===== src/rtl/prog_field_seq.sv =====
// Programming-mode sequencer: steps through time/date/timer fields and writes each edited BCD value to the RTC.
// Optional macro DAY_LIMIT_EN: day limit depends on month_BCD/year_BCD (leap year = year%4==0).
module prog_field_seq #(
  parameter logic [7:0] ACK_TIMEOUT  = 8'd255,
  parameter logic [7:0] ADDR_BASE_T  = 8'h21,
  parameter logic [7:0] ADDR_BASE_D  = 8'h24,
  parameter logic [7:0] ADDR_BASE_TM = 8'h41
) (
  input  logic       clk,
  input  logic       reset,
  input  logic       PB_prog,
  input  logic       PB_next,
  input  logic [1:0] grp_sel,
  input  logic       SF_24_12,
  input  logic [7:0] month_BCD,
  input  logic [7:0] year_BCD,
  input  logic [7:0] Wr_BCD,
  input  logic       wr_ack,
  output logic [3:0] sel_LD,
  output logic       Num_Ld,
  output logic [6:0] Cont_max,
  output logic       prog_on,
  output logic       wr_req,
  output logic [7:0] wr_addr,
  output logic [7:0] wr_data,
  output logic       wr_err
);

  localparam int unsigned SEL_W  = 4;
  localparam int unsigned CMAX_W = 7;
  localparam int unsigned DATA_W = 8;
  localparam int unsigned IDX_W  = 2;
  localparam int unsigned GRP_W  = 2;
  localparam logic [DATA_W-1:0] TIMEOUT_LAST = ACK_TIMEOUT - 8'd1;

  typedef enum logic [2:0] {S_IDLE, S_LOAD, S_EDIT, S_WRITE, S_DONE} state_t;

  state_t              state, state_n;
  logic [GRP_W-1:0]    grp, grp_n;
  logic [IDX_W-1:0]    idx, idx_n;
  logic                last, last_n;
  logic [DATA_W-1:0]   timer, timer_n;
  logic [SEL_W-1:0]    sel_n;
  logic [CMAX_W-1:0]   cmax_n;
  logic                num_ld_n, prog_on_n, wr_req_n, wr_err_n;
  logic [DATA_W-1:0]   wr_addr_n, wr_data_n;
  logic [CMAX_W-1:0]   day_lim_c;

  // Upper counter limit for a field; day limit is supplied by the caller.
  function automatic logic [CMAX_W-1:0] field_limit(input logic [SEL_W-1:0] sel,
                                                    input logic sf24,
                                                    input logic [CMAX_W-1:0] day_lim);
    case (sel)
      4'd0, 4'd1, 4'd6, 4'd7: field_limit = 7'd59;
      4'd2, 4'd8:             field_limit = sf24 ? 7'd23 : 7'd12;
      4'd3:                   field_limit = day_lim;
      4'd4:                   field_limit = 7'd12;
      4'd5:                   field_limit = 7'd99;
      default:                field_limit = 7'd0;
    endcase
  endfunction

`ifdef DAY_LIMIT_EN
  logic [CMAX_W-1:0] month_bin, year_bin;

  function automatic logic [CMAX_W-1:0] bcd2bin(input logic [DATA_W-1:0] b);
    bcd2bin = CMAX_W'(b[7:4]) * 7'd10 + CMAX_W'(b[3:0]);
  endfunction

  assign month_bin = bcd2bin(month_BCD);
  assign year_bin  = bcd2bin(year_BCD);

  // Days in the current month; out-of-range months fall back to 31.
  always_comb begin
    day_lim_c = 7'd31;
    case (month_bin)
      7'd4, 7'd6, 7'd9, 7'd11: day_lim_c = 7'd30;
      7'd2:                    day_lim_c = ((year_bin % 7'd4) == 7'd0) ? 7'd29 : 7'd28;
      default:                 day_lim_c = 7'd31;
    endcase
  end
`else
  logic unused_date_in;
  assign unused_date_in = ^{month_BCD, year_BCD};
  assign day_lim_c = 7'd31;
`endif

  // State and registered outputs.
  always_ff @(posedge clk) begin
    if (!reset) begin
      state    <= S_IDLE;
      grp      <= '0;
      idx      <= '0;
      last     <= 1'b0;
      timer    <= '0;
      sel_LD   <= '0;
      Num_Ld   <= 1'b0;
      Cont_max <= '0;
      prog_on  <= 1'b0;
      wr_req   <= 1'b0;
      wr_addr  <= '0;
      wr_data  <= '0;
      wr_err   <= 1'b0;
    end else begin
      state    <= state_n;
      grp      <= grp_n;
      idx      <= idx_n;
      last     <= last_n;
      timer    <= timer_n;
      sel_LD   <= sel_n;
      Num_Ld   <= num_ld_n;
      Cont_max <= cmax_n;
      prog_on  <= prog_on_n;
      wr_req   <= wr_req_n;
      wr_addr  <= wr_addr_n;
      wr_data  <= wr_data_n;
      wr_err   <= wr_err_n;
    end
  end

  // Next state, then outputs derived from the state being entered.
  always_comb begin
    state_n   = state;
    grp_n     = grp;
    idx_n     = idx;
    last_n    = last;
    timer_n   = timer;
    sel_n     = sel_LD;
    cmax_n    = Cont_max;
    wr_addr_n = wr_addr;
    wr_data_n = wr_data;
    wr_err_n  = wr_err;

    case (state)
      S_IDLE: begin
        if (PB_prog && (grp_sel != 2'b11)) begin
          grp_n    = grp_sel;
          idx_n    = '0;
          wr_err_n = 1'b0;
          state_n  = S_LOAD;
        end
      end
      S_LOAD: state_n = S_EDIT;
      S_EDIT: begin
        if (PB_prog) begin
          last_n  = 1'b1;
          state_n = S_WRITE;
        end else if (PB_next) begin
          last_n  = 1'b0;
          state_n = S_WRITE;
        end
      end
      S_WRITE: begin
        if (wr_ack) begin
          if (last || (idx == 2'd2)) begin
            state_n = S_DONE;
          end else begin
            idx_n   = idx + 2'd1;
            state_n = S_LOAD;
          end
        end else if (timer == TIMEOUT_LAST) begin
          wr_err_n = 1'b1;
          state_n  = S_IDLE;
        end else begin
          timer_n = timer + 8'd1;
        end
      end
      S_DONE:  state_n = S_IDLE;
      default: state_n = S_IDLE;
    endcase

    num_ld_n  = (state_n == S_LOAD);
    prog_on_n = (state_n == S_LOAD) || (state_n == S_EDIT) || (state_n == S_WRITE);
    wr_req_n  = (state_n == S_WRITE);

    // Capture address/data exactly once, on entry to WRITE.
    if ((state_n == S_WRITE) && (state != S_WRITE)) begin
      wr_data_n = Wr_BCD;
      timer_n   = '0;
      case (grp_n)
        2'd0:    wr_addr_n = ADDR_BASE_T + DATA_W'(idx_n);
        2'd1:    wr_addr_n = ADDR_BASE_D + DATA_W'(idx_n);
        default: wr_addr_n = ADDR_BASE_TM + DATA_W'(idx_n);
      endcase
    end

    // Day limit is frozen at LOAD; hour limit follows SF_24_12 while active.
    if (state_n == S_LOAD) begin
      sel_n  = SEL_W'(grp_n) * 4'd3 + SEL_W'(idx_n);
      cmax_n = field_limit(sel_n, SF_24_12, day_lim_c);
    end else if (prog_on_n) begin
      cmax_n = field_limit(sel_LD, SF_24_12, Cont_max);
    end
  end

endmodule


===== config.mk =====
export PLATFORM = sky130hd
export DESIGN_NAME = prog_field_seq
export DESIGN_NICKNAME = d
export VERILOG_FILES = /design/src/rtl/prog_field_seq.sv
export SDC_FILE = /design/constraint.sdc
export NUM_CORES = 1
export LEC_CHECK = 0
export BUFFER_PORTS_ARGS = -buffer_cell sky130_fd_sc_hd__buf_2
export CAP_MARGIN = 0
export CORE_ASPECT_RATIO = 1.25
export CORE_MARGIN = 4
export CORE_UTILIZATION = 55
export CTS_CLUSTER_DIAMETER = 80
export DETAILED_ROUTE_END_ITERATION = 8
export MAX_ROUTING_LAYER = met4
export PLACE_DENSITY = 0.8
export SYNTH_ARGS = -nofsm -noshare
export SYNTH_HDL_FRONTEND = slang
export SYNTH_SLANG_ARGS = --single-unit

===== constraint.sdc =====
create_clock -name clk -period 6.2 [get_ports clk]
set_input_delay 0.31 -clock clk [delete_from_list [all_inputs] [get_ports clk]]
set_output_delay 0.31 -clock clk [all_outputs]
set_load 0.05 [all_outputs]

---- Word level (Yosys, flattened, before mapping) ----
Cells that the tools add are included.
word-level totals
  register bits ........................... 47
  input port bits ......................... 32
  output and inout bits ................... 31
operators by class
  $add $sub $neg .......................... 6
  $mul .................................... 1
  equal/unequal tests ..................... 31
  muxes and demuxes ....................... 25
  bitwise gates (word level) .............. 3
  reductions and logical operators ........ 21
operator list
  cell                                                 count
  case mux 7 bit (5 select lines)                      2
  equality test 4 x 3 -> 1 bit, second input constant  8
  two-way mux 3 bit                                    6
  equality test 4 x 2 -> 1 bit, second input constant  4
  case mux 8 bit (2 select lines)                      1
  adder 6 x 2 -> 7 bit, first input constant           2
  two-way mux 7 bit                                    2
  equality test 3 x 2 -> 1 bit, second input constant  4
  case mux 3 bit (4 select lines)                      1
  two-way mux 2 bit                                    5
  != test 2 bit, second input constant                 5
  adder 7 x 2 -> 8 bit, first input constant           1
  adder 8 x 1 -> 8 bit, second input constant          1
  equality test 4 x 1 -> 1 bit, second input constant  2
  equality test 4 bit, second input constant           2
  equality test 8 bit, second input constant           1
  logical NOT 4 bit                                    2
  OR reduction 4 bit                                   2
  equality test 3 x 1 -> 1 bit, second input constant  2
  nonzero test 2 bit                                   3
  OR reduction 2 bit                                   3
  two-way mux 1 bit                                    5
  two-way mux 5 bit                                    1
  adder 4 x 2 -> 4 bit                                 1
  other kinds (15)                                     21

---- Logic depth before layout (Yosys ltp) ----
Gate-level depths: netlist of run 1.
  word-level depth ........................ 10
  depth in mapped cells ................... 16

---- Worst setup path before layout of run 1 ----
Ideal clock, no wire load.
  kind .................................... reg2reg
  start ................................... register state[1]
  end ..................................... register Cont_max[5]
  setup time .............................. 0.088 ns
  arrival time ............................ 3.536 ns
  slack ................................... 2.576 ns
  cell stages (with the launch flop) ...... 13
  path through ............................ dfxtp_1 > nor4b_4 > nand2_1 > mux2i_4 > fa_1 > inv_1 > ha_1 > fa_1 > buf_4 > and2b_2 > and2_2 > or4_1 > a311oi_2
on the way
  cells in the longest elaborated chain, start to end .. 8
  elaborated cells on any way between the ends .. 35
ends and longest elaborated chain
  element                                                                              line      source
  start, declared                                                                      38        state_t state, state_n;
  start signal, assigned                                                               105       state <= state_n;
  logical NOT 3 bit (tied with other cells)                                            134       case (state)
  two-way mux 2 bit (tied with other cells)                                            134
  multiplier 2 x 2 -> 4 bit / case mux 3 bit (4 select lines) (equally long branches)  189, 134
  adder 4 x 2 -> 4 bit (tied with other cells)                                         189       sel_n = SEL_W'(grp_n) * 4'd3 + SEL_W'(idx_n);
  equality test 4 x 1 -> 1 bit (tied with other cells)                                 53        case (sel)
  OR reduction 4 bit (tied with other cells)                                           53
  case mux 7 bit (5 select lines) / nonzero test 2 bit (equally long branches)         --
  two-way mux 7 bit / AND reduction 2 bit (equally long branches)                      --
  end signal, assigned                                                                 112       Cont_max <= cmax_n;
  end, declared                                                                        21        output logic [6:0] Cont_max,
Parallel ways exist; a longest one is shown, timed or not.
A chain may end at the register's enable or synchronous reset.

---- Worst setup path after layout of run 1 ----
  start ................................... register state[2]
  end ..................................... register Cont_max[5]
Same word-level chain as after synthesis.

==> results of run 1 <==
==> power breakdown <==
part / switching (W) / internal, W / leakage, nW
registers: 0.0000231 / 0.000308 / 0.350
clock network: 0.0000973 / 0.000120 / 0.0581
logic: 0.000212 / 0.0000882 / 0.744
==> worst register-to-register path, stage by stage (launching register included) <==
cell	delay, ns
dfxtp_1	0.45
and4b_4	0.26
a22oi_2	0.78
a21oi_1	0.25
fa_1	0.55
inv_1	0.04
ha_1	0.20
fa_1	0.57
and2b_2	0.28
and2_2	0.20
or4_1	0.49
a311oi_2	0.25
==> metal layers <==
| layer | vias to the layer above | share of wire (%) |
|---|---|---|
| met3 | 6 | 5.2 |
| met1 | 881 | 44 |
| met5 | - | 0 |
| met4 | 0 | 1.3 |
| met2 | 36 | 49 |
| li1 | 971 | - |
==> final timing paths <==
kind	cells past startpoint	to	slack [ns]	from
hold / removal	3	wr_data[1]	0.25	Wr_BCD[1]
hold reg to reg	2	wr_data[2]	0.45	wr_data[2]
setup reg to reg	11	Cont_max[5]	1.81	state[2]
setup / recovery	11	Cont_max[5]	1.81	state[2]
==> area by class of cell <==
| type | instances | area share (%) |
|---|---|---|
| tap | 56 | 2.71 |
| clock buffer | 5 | 2.66 |
| sequential | 43 | 33.2 |
| multi-input combinational | 192 | 49.7 |
| timing repair buffer | 44 | 8.60 |
| clock inverter | 3 | 1.69 |
| inverter | 10 | 1.45 |
==> registers in the layout, summed over array words and instances, names as in the netlist, 2 cells and up <==
register and cells:
Cont_max 6, grp 2, idx 2, sel_LD 4, state 3, timer 8, wr_addr 5, wr_data 8
==> through the flow <==
step / hold slack [ns] / cells / cell area (um^2) / total power [W] / setup slack, ns
2_1_floorplan: 0.444 / 263 / 2300 / 0.000590 / 2.58
3_3_place_gp: 0.440 / 345 / 2480 / 0.000632 / 1.91
3_5_place_dp: 0.444 / 345 / 2480 / 0.000637 / 1.86
4_1_cts: 0.246 / 353 / 2590 / 0.000856 / 1.82
5_1_grt: 0.257 / 353 / 2590 / 0.000895 / 1.48
6_report: 0.255 / 353 / 2590 / 0.000848 / 1.81
==> logic make-up (layout without fill, tap and decap cells) <==
| family | after synthesis | in the layout | share of synthesized area, % |
|---|---|---|---|
| adders and majority gates | 10 | 10 | 6.10 |
| other | 1 | 3 | 0.163 |
| and+or+nand+nor | 102 | 102 | 23.9 |
| AOI/OAI and AO/OA | 60 | 60 | 17.9 |
| DFF | 43 | 43 | 37.5 |
| buffers and inverters | 28 | 62 | 6.81 |
| muxes | 9 | 9 | 4.52 |
| xor gates and xnor gates | 8 | 8 | 3.05 |
==> placed cells by master (no fill, tap or decap), types with 5 or more instances in the layout <==
| master | n |
|---|---|
| nand2_1 | 36 |
| and2_1 | 6 |
| clkbuf_8 | 5 |
| mux2i_1 | 7 |
| inv_1 | 10 |
| a31oi_1 | 5 |
| nor2_1 | 17 |
| dfxtp_1 | 43 |
| xor2_1 | 6 |
| nand3_1 | 6 |
| o21ai_0 | 16 |
| a21boi_0 | 9 |
| nor2b_1 | 7 |
| buf_2 | 43 |
| ha_1 | 8 |
| nand4_1 | 5 |
| a21oi_1 | 11 |
==> impl_metrics.toml, run 1 <==
[cells_and_area]
drive_gt1_share_pct = 21.5
fin_util_pct = 63.7
fin_nets = 338
antennaDiodeCount = 0
nFillCells = 372
regArea_um2 = 861
areaGrowthSynthToFinish_pct = 12.8
multi_input_area_um2 = 1290

[global_routing]
antenna_found_initial = 0
met2_usage_pct = 32.8
grt_usage_pct = 19.2
met1_usage_pct = 22.0
grt_util_met3_pct = 4.20
grt_pass1_vias = 1727
busiest_layer = "met2"
grt_overflow = 0
grt_max_degree = 35
grt_pass1_wl_mm = 7.89

[clock_network]
cts.path.max_buffers = 2
insertion_delay_ns = 0.29
cts.sink_count = 43
post_cts_buffers = 0
numCtsBuffers = 5
cts_hold_buf = 0
clockRootBuffer = "clkbuf_8"
post_cts_resized = 0
h-tree-depth = 2
tritoncts = "built"
clk_pin_slew_ns = 0.08

[route]
via_per_inst = 5.37
antenna_left = 0
dr_total_vias = 1894
drc = 0
wl_per_cell_um = 12.9
drtPass1Iterations = 4
wl_mm = 4.54
drt_iter0_drc = 116

[run]
timing.max_cap.violations = 0

[floorplan]
fp.dieW_um = 65.8
io_pins = 63
start_util_pct = 56.5
rows = 26
die_h_um = 80.2
core_area_um2 = 4070
die_area_um2 = 5280

[synthesis]
yosysMostFrequentCell = "dfxtp_1"
syn_avg_cell_area_um2 = 8.80
synth_area_leaders = "dfxtp_1, nand2_1, ha_1"
synth_area_leader_cell = "dfxtp_1"
async_reset_ff_share_pct = 0
synth_top_area_share_pct = 37.5
synthFlopType = "dfxtp_1"
yosysSeqAreaShare_pct = 37.5
synth-edff-count = 0
synth_common_cells = "dfxtp_1, nand2_1, nor2_1, o21ai_0, a21oi_1"
yosysWarningCount = 0
netlist_area_um2 = 2300
ys_ff_latch = 43
ys_types = 57
postSynthCellCount = 261

[timing]
fin_tns_setup_ns = 0
worst_pin_slew_ns = 0.986
clock_skew_ns = 0.00636
finalSetupViolCount = 0
relSlewSlack_pct = 34.3
rsz0062_at_grt = "no"
drv_slew = 0
timing.final.crit_share_pct = 70.9
hold_viol_final = 0
min_period_ns = 4.39
fmax_mhz = 228

[outcome]
status = "complete, no violations"

[place]
hpwlAfterDp_mm = 3.27
portBuffers = 43
place.gp.congestion = 0.853

[power_and_ir_drop]
cellLeakagePower_nw = 1.15
peakVddDrop_mv = 0.149
pwr_density_cell_nw_per_um2 = 328

[critical_path]
crit_fanout = 20
end_kind = "register"
critical_path_class = "reg -> reg"
slowest_stage = "a22oi_2"
crit_required_ns = 6.41
crit_chain = "and4b_4, a22oi_2, a21oi_1, fa_1, inv_1, ha_1, fa_1, and2b_2, and2_2, or4_1, a311oi_2"
critPathLaunchType = "register"
cpPeakStageDelay_ns = 0.78
critPathBufInv = 1
cp_top_family = "adder cells"
crit_top_cell = "fa_1"
arrival_ns = 4.60

[hold_path]
hold_class = "in -> reg"
(Power assumes the default switching activity.)
==> run 2: changes to the inputs <==
--- a/config.mk
+++ b/config.mk
@@ -5,15 +5,16 @@
 export SDC_FILE = /design/constraint.sdc
 export NUM_CORES = 1
 export LEC_CHECK = 0
+export ABC_AREA = 1
 export BUFFER_PORTS_ARGS = -buffer_cell sky130_fd_sc_hd__buf_2
 export CAP_MARGIN = 0
 export CORE_ASPECT_RATIO = 1.25
 export CORE_MARGIN = 4
-export CORE_UTILIZATION = 55
+export CORE_UTILIZATION = 47
 export CTS_CLUSTER_DIAMETER = 80
 export DETAILED_ROUTE_END_ITERATION = 8
 export MAX_ROUTING_LAYER = met4
-export PLACE_DENSITY = 0.8
+export PLACE_DENSITY = 0.72
 export SYNTH_ARGS = -nofsm -noshare
 export SYNTH_HDL_FRONTEND = slang
 export SYNTH_SLANG_ARGS = --single-unit
==> constraint.sdc (replaced) <==
create_clock -name clk -period 3.65 [get_ports clk]
set_input_delay 0.1825 -clock clk [delete_from_list [all_inputs] [get_ports clk]]
set_output_delay 0.1825 -clock clk [all_outputs]
set_load 0.05 [all_outputs]
==> run 2 against run 1 <==
Against the previous run:
- critical path depth rose by 9
- routed wire length rose by 8.7%
- largest power group unchanged
- utilization down 5.7 points
- largest cell class unchanged
- sequential share of layout area down 2.3 points
- flip-flop and latch count is the same
==> impl_metrics.toml, run 2 <==
[outcome]
status = "complete, no violations"

[floorplan]
core_area_um2 = 4800
start_util_pct = 49.5
die_h_um = 87.5
rows = 28
io_pins = 63
die_area_um2 = 6260
fp.dieW_um = 71.6

[cells_and_area]
areaGrowthSynthToFinish_pct = 17.1
antennaDiodeCount = 0
top_regs = "timer: 8 flops, wr_data: 8 flops, Cont_max: 6 flops"
instances_no_fill = 450
fin_nets = 431
nFillCells = 457
most-common-layout-cells = "nand2_1, nor2_1, dfxtp_1, inv_1, buf_2"
stdcell_area_um2 = 2780
layout_commonest_cell = "nand2_1"
drive_gt1_share_pct = 21.5

[global_routing]
grt_pass1_wl_mm = 8.80
grt_pass1_vias = 2081
grt_usage_pct = 17.8
grt_max_degree = 23
grt_overflow = 0
antenna_found_initial = 0

[synthesis]
yosysWarningCount = 0
syn_avg_cell_area_um2 = 6.89
synth_area_leader_cell = "dfxtp_1"
postSynthCellCount = 345
async_reset_ff_share_pct = 0
ys_ff_latch = 43
ys_types = 34
yosysMostFrequentCell = "nand2_1"
synth-edff-count = 0
synthFlopType = "dfxtp_1"
netlist_area_um2 = 2380
synth_top_area_share_pct = 36.2
synth_area_leaders = "dfxtp_1, nand2_1, nor2_1"
yosysSeqAreaShare_pct = 36.2
synth_common_cells = "nand2_1, nor2_1, inv_1, dfxtp_1"

[clock_network]
tritoncts = "built"
cts.path.max_buffers = 2
h-tree-depth = 2
insertion_delay_ns = 0.29
cts.sink_count = 43
post_cts_buffers = 0
numCtsBuffers = 5
post_cts_resized = 0
clockRootBuffer = "clkbuf_8"
clk_pin_slew_ns = 0.08
cts_hold_buf = 0

[route]
via_per_inst = 4.77
antenna_left = 0
wl_per_cell_um = 11.0
drc = 0
wl_mm = 4.94
drt_iter0_drc = 85
drtPass1Iterations = 4
dr_total_vias = 2145

[timing]
whs_ns = 0.132
rsz0062_at_grt = "no"
timing.final.crit_share_pct = 91.3
clock_skew_ns = 0.00489
fmax_mhz = 300
fin_tns_setup_ns = 0
drv_slew = 0
hold_viol_final = 0
finalSetupViolCount = 0
min_period_ns = 3.33

[power_and_ir_drop]
switching_share_pct = 38.1
p_sw_w = 0.000570
power_frac_comb_pct = 34.0
seqPwrFrac_pct = 36.5
cellLeakagePower_nw = 1.41
power_w = 0.00150
pwr_density_cell_nw_per_um2 = 538
power.internal_w = 0.000925
clock_power_share_pct = 29.5
peakVddDrop_mv = 0.232

[critical_path]
end_kind = "register"
crit_fanout = 5
critPathLaunchType = "register"
arrival_ns = 3.57
critical_path_class = "reg -> reg"
crit_required_ns = 3.89

[place]
place.gp.congestion = 0.922
hpwlAfterDp_mm = 3.79
placed_cells = 442
placed_area_um2 = 2630
portBuffers = 43

[run]
timing.max_cap.violations = 0

[hold_path]
hold_class = "in -> reg"
==> run 2: cell count changes in the layout (fill, tap and decap cells not counted), moves of 9 or more <==
cell / change
a21boi_0: -9
nand2_1: +45
inv_1: +33
nand3_1: +13
nor2_1: +37
==> run 2: layout make-up <==
type | count | area (um^2) | area share (%)
clock buffers | 5 | 68.8 | 2.47
flip-flops and latches | 43 | 861 | 30.9
inverters | 47 | 181 | 6.52
well taps | 60 | 75.1 | 2.70
repair buffers | 45 | 230 | 8.28
clock inverters | 3 | 67.6 | 2.43
multi-input cells | 247 | 1300 | 46.6
==> run 2: cells by family after synthesis <==
family / after synthesis / synth area share (%)
xor+xnor: 1 / 0.369
simple gates: 194 / 38.7
other cells: 1 / 0.158
buf+inv: 57 / 10.3
fa+ha+maj: 10 / 5.90
compound gates: 39 / 8.37
flops: 43 / 36.2
==> run 2: routing by layer <==
| layer | vias to the layer above | GRT usage (%) | wire (um) |
|---|---|---|---|
| met2 | 35 | 32.4 | 2600 |
| li1 | 1156 | - | - |
| met4 | 0 | 5.81 | 93 |
| met3 | 9 | 3.00 | 177 |
| met5 | - | - | 0 |
| met1 | 945 | 19.4 | 2070 |
==> run 2: through the flow <==
stage | setup WS, ns | util, %
CTS | 0.132 | 57.6
finish | 0.318 | 58.0
global placement | 0.320 | 54.7
floorplan | 0.474 | -
detailed placement | 0.166 | 54.7
global route | 0.0261 | 58.0
==> run 2: power by group through the flow <==
stage / registers (W) / logic, W / clock network [W]
floorplan: 0.000696 / 0.000273 / 0
global placement: 0.000556 / 0.000502 / 0
detailed placement: 0.000557 / 0.000507 / 0
CTS: 0.000546 / 0.000510 / 0.000450
global route: 0.000552 / 0.000570 / 0.000468
finish: 0.000546 / 0.000509 / 0.000441
==> run 2: worst paths after layout <==
| kind | slack, ns | cells past startpoint | endpoint | from |
|---|---|---|---|---|
| max | 0.32 | 20 | Cont_max[5] | state[1] |
| min | 0.13 | 3 | wr_data[4] | Wr_BCD[4] |
| max reg2reg | 0.32 | 20 | Cont_max[5] | state[1] |
| min reg2reg | 0.46 | 2 | wr_addr[0] | wr_addr[0] |
==> run 2: critical path: stages, from the launching register on <==
cell and delay, ns:
dfxtp_1 0.36, nor2_2 0.16, nand2_1 0.11, nor2_4 0.16
nand2_1 0.06, o21ai_0 0.15, inv_1 0.15, fa_1 0.51
inv_1 0.05, ha_1 0.20, fa_1 0.54, inv_1 0.11
nand2_1 0.07, nand2_1 0.06, o21ai_0 0.20, nand2_1 0.09
nand2_1 0.07, inv_1 0.04, nand3_1 0.05, nand2_1 0.05
nor2_1 0.08
